--- config.mk ---
export PLATFORM = sky130hd
export DESIGN_NAME = dac_arbiter
export DESIGN_NICKNAME = d
export VERILOG_FILES = /design/src/rtl/dac_arbiter.sv
export SDC_FILE = /design/constraint.sdc
export NUM_CORES = 1
export LEC_CHECK = 0
export ABC_AREA = 1
export CORE_MARGIN = 3
export CORE_UTILIZATION = 39
export DETAILED_ROUTE_END_ITERATION = 10
export PLACE_DENSITY = 0.75
export REMOVE_ABC_BUFFERS = 1
export SYNTH_ARGS = -nofsm -noshare
export SYNTH_HDL_FRONTEND = slang
export SYNTH_SLANG_ARGS = --single-unit
--- constraint.sdc ---
create_clock -name clk -period 2.7 [get_ports clk]
set_input_delay 0.405 -clock clk [delete_from_list [all_inputs] [get_ports clk]]
set_output_delay 0.405 -clock clk [all_outputs]
set_load 0.005 [all_outputs]
--- src/rtl/dac_arbiter.sv ---
// rtl/dac_arbiter.sv - DAC SPI sequencer: control-register init, loop/host arbitration, two-frame readback
module dac_arbiter #(
    parameter int                  WID       = 24,
    parameter int                  DATA_WID  = 20,
    parameter logic [DATA_WID-1:0] CTRL_INIT = '0,
    parameter bit                  INIT_EN   = 1'b1
) (
    input  logic                clk,
    input  logic                rst_L,
    input  logic                loop_arm,
    input  logic [DATA_WID-1:0] loop_val,
    output logic                loop_fin,
    input  logic                host_arm,
    input  logic [WID-1:0]      host_cmd,
    output logic                host_fin,
    output logic [WID-1:0]      host_resp,
    output logic                host_err,
    output logic                init_done,
    output logic                spi_arm,
    output logic [WID-1:0]      spi_to_slave,
    input  logic [WID-1:0]      spi_from_slave,
    input  logic                spi_finished
);

    typedef enum logic [3:0] {
        INIT_ARM, INIT_WAIT, INIT_REL, IDLE, ARM, WAIT, REL, RD2_ARM, RD2_WAIT, RD2_REL
    } state_t;

    localparam logic [3:0] OP_LOOP = 4'b0001;
    localparam logic [3:0] OP_CTRL = 4'b0010;

    state_t     state;
    logic       fair;
    logic       own_host;
    logic       own_read;
    logic [3:0] cmd_hdr;

    always_ff @(posedge clk) begin
        if (!rst_L) begin
            state        <= INIT_EN ? INIT_ARM : IDLE;
            fair         <= 1'b0;
            own_host     <= 1'b0;
            own_read     <= 1'b0;
            cmd_hdr      <= '0;
            loop_fin     <= 1'b0;
            host_fin     <= 1'b0;
            host_resp    <= '0;
            host_err     <= 1'b0;
            init_done    <= 1'b0;
            spi_arm      <= 1'b0;
            spi_to_slave <= '0;
        end else begin
            loop_fin <= 1'b0;
            host_fin <= 1'b0;
            case (state)
                INIT_ARM: begin
                    spi_to_slave <= {OP_CTRL, CTRL_INIT};
                    spi_arm      <= 1'b1;
                    state        <= INIT_WAIT;
                end
                INIT_WAIT: begin
                    if (spi_finished) begin
                        spi_arm <= 1'b0;
                        state   <= INIT_REL;
                    end
                end
                INIT_REL: begin
                    if (!spi_finished) begin
                        init_done <= 1'b1;
                        state     <= IDLE;
                    end
                end
                IDLE: begin
                    // Also covers the no-init configuration, which enters IDLE directly.
                    init_done <= 1'b1;
                    if (host_arm && (fair || !loop_arm)) begin
                        own_host     <= 1'b1;
                        own_read     <= host_cmd[WID-1];
                        cmd_hdr      <= host_cmd[WID-1:WID-4];
                        host_err     <= 1'b0;
                        fair         <= 1'b0;
                        spi_to_slave <= host_cmd;
                        spi_arm      <= 1'b1;
                        state        <= ARM;
                    end else if (loop_arm) begin
                        own_host     <= 1'b0;
                        own_read     <= 1'b0;
                        fair         <= 1'b1;
                        spi_to_slave <= {OP_LOOP, loop_val};
                        spi_arm      <= 1'b1;
                        state        <= ARM;
                    end
                end
                ARM, WAIT: begin
                    if (spi_finished) begin
                        spi_arm <= 1'b0;
                        state   <= REL;
                        if (!own_host) begin
                            loop_fin <= 1'b1;
                        end else if (!own_read) begin
                            host_fin  <= 1'b1;
                            host_resp <= '0;
                        end
                    end else begin
                        state <= WAIT;
                    end
                end
                REL: begin
                    // A read keeps ownership straight into the NOP frame, so nothing can slip in between.
                    if (!spi_finished) state <= own_read ? RD2_ARM : IDLE;
                end
                RD2_ARM: begin
                    spi_to_slave <= '0;
                    spi_arm      <= 1'b1;
                    state        <= RD2_WAIT;
                end
                RD2_WAIT: begin
                    if (spi_finished) begin
                        spi_arm   <= 1'b0;
                        host_resp <= spi_from_slave;
                        host_err  <= (spi_from_slave[WID-1:WID-4] != cmd_hdr);
                        host_fin  <= 1'b1;
                        state     <= RD2_REL;
                    end
                end
                RD2_REL: begin
                    if (!spi_finished) state <= IDLE;
                end
                default: state <= IDLE;
            endcase
        end
    end

endmodule

* Yosys cells after proc, flatten, opt, wreduce, memory -nomap -nowiden
Cells that the tools add are included.
** Word-level totals
- Flip-flop bits (word level) :: 64
- Input bits :: 73
- Output and inout bits :: 53
- Logic and storage cells :: 92
** Operators by class
- Equal/unequal tests :: 21
- Multiplexer cells :: 36
- Reductions and logical operators :: 23
** Operator list (count)
- $mux W24 :: 6
- $pmux W24 S3 :: 1
- $pmux W24 S2 :: 1
- $pmux W4 S8 :: 1
- $mux W4 :: 6
- $ne A2 B2 Y1 const B :: 9
- $eq A4 B3 Y1 const B :: 4
- $mux W1 :: 15
- $reduce_and A5 Y1 :: 2
- $reduce_and A3 Y1 :: 3
- $eq A4 B2 Y1 const B :: 2
- $eq A4 B4 Y1 const B :: 2
- $reduce_and A2 Y1 :: 4
- $reduce_bool A2 Y1 :: 4
- $pmux W1 S2 :: 3
- $reduce_bool A3 Y1 :: 2
- $reduce_or A2 Y1 :: 3
- $eq A4 B1 Y1 const B :: 1
- $logic_not A4 Y1 :: 1
- $ne A4 B4 Y1 :: 1
- $reduce_or A4 Y1 :: 1
- $mux W3 :: 1
- $ne A3 B3 Y1 const B :: 1
- $pmux W1 S3 :: 1
- 5 further kinds :: 5

* Longest topological paths before layout
- Depth after elaboration :: 5
- Mapped depth :: 10
- Depth with buffers taken out :: 9

* Least setup slack after synthesis
OpenSTA, ideal clock, no wires.
- Path type :: input to register
- Start point :: in rst_L
- End point :: reg spi_to_slave[10]
- Setup time :: 132 ps
- Data arrival time :: 1245 ps
- Data required time :: 2568 ps
- Slack :: 1323 ps
- Stages on the path :: 5
- Buffers on the path :: 3
- Cell sequence :: clkbuf_1 -> inv_1 -> clkbuf_1 -> clkbuf_1 -> a21oi_1
** RTL lines
- start, declared :: RTL line 9 : input logic rst_L,
- end signal, assigned :: RTL line 57 : spi_to_slave <= {OP_CTRL, CTRL_INIT};
- end signal, assigned :: RTL line 82 : spi_to_slave <= host_cmd;
- end signal, assigned :: RTL line 89 : spi_to_slave <= {OP_LOOP, loop_val};
- end, declared :: RTL line 20 : output logic [WID-1:0] spi_to_slave,
No word-level cell between the ends.

* Worst setup path in the final report
- Start point :: reg state[3]
- End point :: reg host_resp[21]
** On the way
- Longest elaborated chain between the ends :: 4
- Elaborated cells on any way between the ends :: 11
- Classes of those cells :: eq/ne: 7; mux: 1; reduce/logical: 3
** Ends and longest elaborated chain
- start, declared :: RTL line 32 : state_t state;
- start signal, assigned :: RTL line 40 : state <= INIT_EN ? INIT_ARM : IDLE;
- start signal, assigned :: RTL line 110 : if (!spi_finished) state <= own_read ? RD2_ARM : IDLE;
- $eq A4 B3 Y1 :: RTL line 55 : case (state)
- $reduce_or A2 Y1 :: RTL line 55
- $ne A2 B2 Y1 (no source line) / $reduce_bool A2 Y1 (equally long branches)
- $reduce_and A5 Y1 (no source line)
- end signal, assigned :: RTL line 120 : host_resp <= spi_from_slave;
- end, declared :: RTL line 16 : output logic [WID-1:0] host_resp,
Parallel ways exist; a longest one is shown, timed or not.
A chain may end at the register's enable or synchronous reset.

==> results.md <==
STA:
- The smallest setup slack after layout is 0.6407 ns.
- The slew of the pin with the lowest slew margin is 0.7219 ns.
- The routed design could run at a clock period as short as 2.059 ns.
- The number of endpoints with negative hold slack in the final report is 0.
- Setup violations remaining at the end of the flow were counted as 0.
- The post-route setup TNS is 0 ns.
- The worst path uses 76.27% of the clock period.
- The maximum frequency from static timing analysis is 485.6 MHz.
- Across the routed clock network, the largest skew measured is 0.006934 ns.
- In this run the tightest slew margin relative to its limit is 51.82%.
- Setup repair after global routing left no endpoint under its margin.
- The number of max-slew violations in the final report was 0.
- The smallest hold slack is 0.4592 ns.

Worst setup path:
- The worst setup path is launched from a flip-flop.
- The data required time at the worst endpoint is 2.93 ns.
- STA puts the critical path data arrival time at 2.29 ns.
- The worst setup path is captured at a flip-flop.
- The critical path class is flip-flop to flip-flop.
- Of all nets on the critical path, the largest fanout is 15.

Run status:
- The flow ran to the end, and the final reports show no timing, DRC or antenna violations.

Global route:
- The first global-routing pass estimated 14,620 um of wire.
- The total overflow left after global routing is 0.
- The number of antenna violations at the first check in global routing came to 0.
- Global routing used 21.20% of the available tracks across all layers.
- The pin count of the biggest net entering global routing is 27.
- The via count of the first global-routing pass was 3,115.

Synth:
- Counting flops with an async set or reset pin after synthesis yields a share of 0%.
- The cell type contributing the most total cell area after synthesis is sky130_fd_sc_hd__dfxtp_1.
- The mapped netlist covers 2924 um^2.
- Of the synthesized area, sequential elements account for 43.82%.
- The number of synthesized flops with an enable pin is 0.
- Yosys attributes the largest share of cell area to sky130_fd_sc_hd__dfxtp_1 44%, sky130_fd_sc_hd__nand2_1 19%, sky130_fd_sc_hd__nand3_1 7.0%.
- The distinct cell type count after synthesis is 23.
- The commonest cells after synthesis are 147 x sky130_fd_sc_hd__nand2_1, 64 x sky130_fd_sc_hd__dfxtp_1, 51 x sky130_fd_sc_hd__nor2_1.
- The post-synthesis sequential element count is 64.
- The cell count after synthesis is 436.
- The most frequent cell after synthesis is sky130_fd_sc_hd__nand2_1.
- The synthesis warning total is 0.
- A synthesized cell averages 6.707 um^2.
- The commonest register cell after synthesis is sky130_fd_sc_hd__dfxtp_1.
- The share of synthesized area in the top cell type comes to 43.82%.

Floorplan:
- The count of boundary I/O pins is 126.
- From bottom edge to top edge, the die measures 92.59 um.
- Row generation in the floorplan step produced 30 rows.
- The placeable core region is 7019 um^2.
- From left edge to right edge, the die measures 92.59 um.
- The floorplan step defined a die boundary enclosing 8573 um^2.
- The initial core utilization is 41.66%.

Drt:
- Before antenna repair, the detailed router went through 4 iterations.
- The final layout contains routed wiring with a total length of 8901 um.
- The post-detailed-route DRC marker count is 0.
- The highest metal layer carrying signal wires in the routed design is met4.
- Summed over all nets, wire length on met3 after detailed routing comes to 411 um.
- The detailed router's first-iteration violation count is 200.
- After detailed routing, the number of vias per cell comes to 4.891.
- The remaining antenna violation count after routing is 0.
- The via count is 3,199.
- Detailed routing placed a total of 4653 um of wire on met2.
- In the final routed layout, each cell accounts on average for 13.61 um.
- The detailed router put a total of 3744 um of wire on met1.

Pwr:
- The worst-case vdd ir drop is 394.8 uV.
- Power spread over the standard cell area amounts to 705.6 nW/um^2.
- The leakage power of the design is 1.892 nW.

Placement:
- The placed instances occupy a cell area of 4235 um^2.
- At the placement stage, the worst setup path has a slack of 0.5484 ns.
- The count of port buffers added during placement is 125.
- The weighted congestion at the end of routability-driven global placement is 0.8766.
- The HPWL after detailed placement is 6519 um.

Clocking:
- The post-CTS setup-driven buffer insertion count is 0.
- The later pin in the worst-skew pair is clocked with a latency of 0.34 ns.
- The CTS root buffer is sky130_fd_sc_hd__clkbuf_8.
- The clock passes through at most 2 buffers.
- The number of levels in the clock H-tree is 3.
- The number of hold buffers added after CTS was 0.
- Once the clock tree was built, the resizer swapped 0 gates to a different size.
- Counting every sink on the clock net gives 64.
- TritonCTS created 9 clock buffers.
- The clock tree from TritonCTS is built.
- Clock-pin slew was measured on the worst setup and hold paths at 0.07 ns.

Layout:
- The final-layout fill cell count is 635.
- The layout overhead on the synthesized area is 53.02%.
- The layout cell share with drive strength beyond 1 is 5.018%.
- The post-route cell area is 4474 um^2.
- The net count of the finished layout is 627.
- The number of inserted diodes is 0.
- The final core area utilization is 63.74%.

Hold path:
- The min-delay analysis places its worst path in the category flip-flop to flip-flop.

Flow run:
- The number of violations of the max-capacitance limit is 0.
## through the flow
step | power, mW | instances
2_1_floorplan | 1.751 | 411
3_3_place_gp | 2.194 | 639
3_5_place_dp | 2.211 | 639
4_1_cts | 3.177 | 654
5_1_grt | 3.372 | 654
6_report | 3.157 | 654
## logic make-up after synthesis
family	synth area share [%]
flip-flops	43.82
buffers and inverters	7.745
AND/OR/NAND/NOR	34.83
AO/OA/AOI/OAI	13.61
## placed cells by master (no fill, tap or decap)
cell type / netlist / layout
sky130_fd_sc_hd__nand2_1: 147 / 147
sky130_fd_sc_hd__clkdlybuf4s50_1: 0 / 125
sky130_fd_sc_hd__dfxtp_1: 64 / 64
sky130_fd_sc_hd__nor2_1: 51 / 51
sky130_fd_sc_hd__nand3_1: 41 / 41
sky130_fd_sc_hd__a21oi_1: 38 / 38
sky130_fd_sc_hd__inv_1: 27 / 27
sky130_fd_sc_hd__o21ai_0: 13 / 13
sky130_fd_sc_hd__clkbuf_8: 0 / 13
sky130_fd_sc_hd__a22oi_1: 10 / 10
sky130_fd_sc_hd__o21ai_1: 6 / 6
sky130_fd_sc_hd__buf_4: 2 / 6
sky130_fd_sc_hd__nand4_1: 2 / 2
sky130_fd_sc_hd__nand2_2: 2 / 2
sky130_fd_sc_hd__nor2_4: 2 / 2
sky130_fd_sc_hd__nor3_1: 2 / 2
sky130_fd_sc_hd__o22ai_1: 2 / 2
sky130_fd_sc_hd__bufinv_16: 0 / 2
sky130_fd_sc_hd__a21oi_4: 1 / 1
sky130_fd_sc_hd__or2_2: 1 / 1
sky130_fd_sc_hd__nor4_1: 1 / 1
sky130_fd_sc_hd__o2111ai_1: 1 / 1
sky130_fd_sc_hd__buf_12: 0 / 1
## layout make-up
class	instances	area, um^2	area share (%)
Timing Repair Buffer	132	1316	29.42
Clock inverter	2	60.06	1.342
Multi-Input combinational cell	320	1416	31.66
Sequential cell	64	1281	28.64
Clock buffer	13	178.9	3.999
Inverter	27	101.3	2.265
Tap cell	96	120.1	2.685
## registers in the layout, summed over array words and instances (netlist names)
signal	count
spi_to_slave	24
spi_arm	1
fair	1
state	4
host_err	1
own_read	1
host_fin	1
init_done	1
cmd_hdr	4
host_resp	24
own_host	1
loop_fin	1
## layer usage
| layer | vias to the layer above | GRT usage, % |
|---|---|---|
| met5 | - | 0 |
| met4 | 0 | 4.703 |
| met3 | 7 | 6.499 |
| met2 | 81 | 38.01 |
| met1 | 1475 | 24.69 |
| li1 | 1636 | - |
## critical path, cell delays in order (launching register included)
cell	delay (ns)
sky130_fd_sc_hd__dfxtp_1	0.36
sky130_fd_sc_hd__inv_1	0.12
sky130_fd_sc_hd__nor2_1	0.20
sky130_fd_sc_hd__nand2_1	0.28
sky130_fd_sc_hd__nor2_1	0.21
sky130_fd_sc_hd__inv_1	0.07
sky130_fd_sc_hd__nand2_1	0.35
sky130_fd_sc_hd__inv_1	0.17
sky130_fd_sc_hd__nor2_1	0.12
sky130_fd_sc_hd__nor2_1	0.05
## where the power goes
part / leakage (nW) / switching [mW] / internal (mW)
Sequential: 0.518 / 0.0744 / 1.05
Combinational: 1.25 / 0.627 / 0.444
Clock: 0.122 / 0.344 / 0.616
## worst paths after layout
path,slack [ns],cells after the start,from,endpoint
max,0.64,9,state[3]$_SDFFE_PN0P_,host_resp[21]$_SDFFE_PN0P_
min,0.46,2,spi_to_slave[15]$_SDFFE_PN0P_,spi_to_slave[15]$_SDFFE_PN0P_
max reg2reg,0.64,9,state[3]$_SDFFE_PN0P_,host_resp[21]$_SDFFE_PN0P_
min reg2reg,0.46,2,spi_to_slave[15]$_SDFFE_PN0P_,spi_to_slave[15]$_SDFFE_PN0P_
Note: power is estimated with default switching activity, not from simulation.
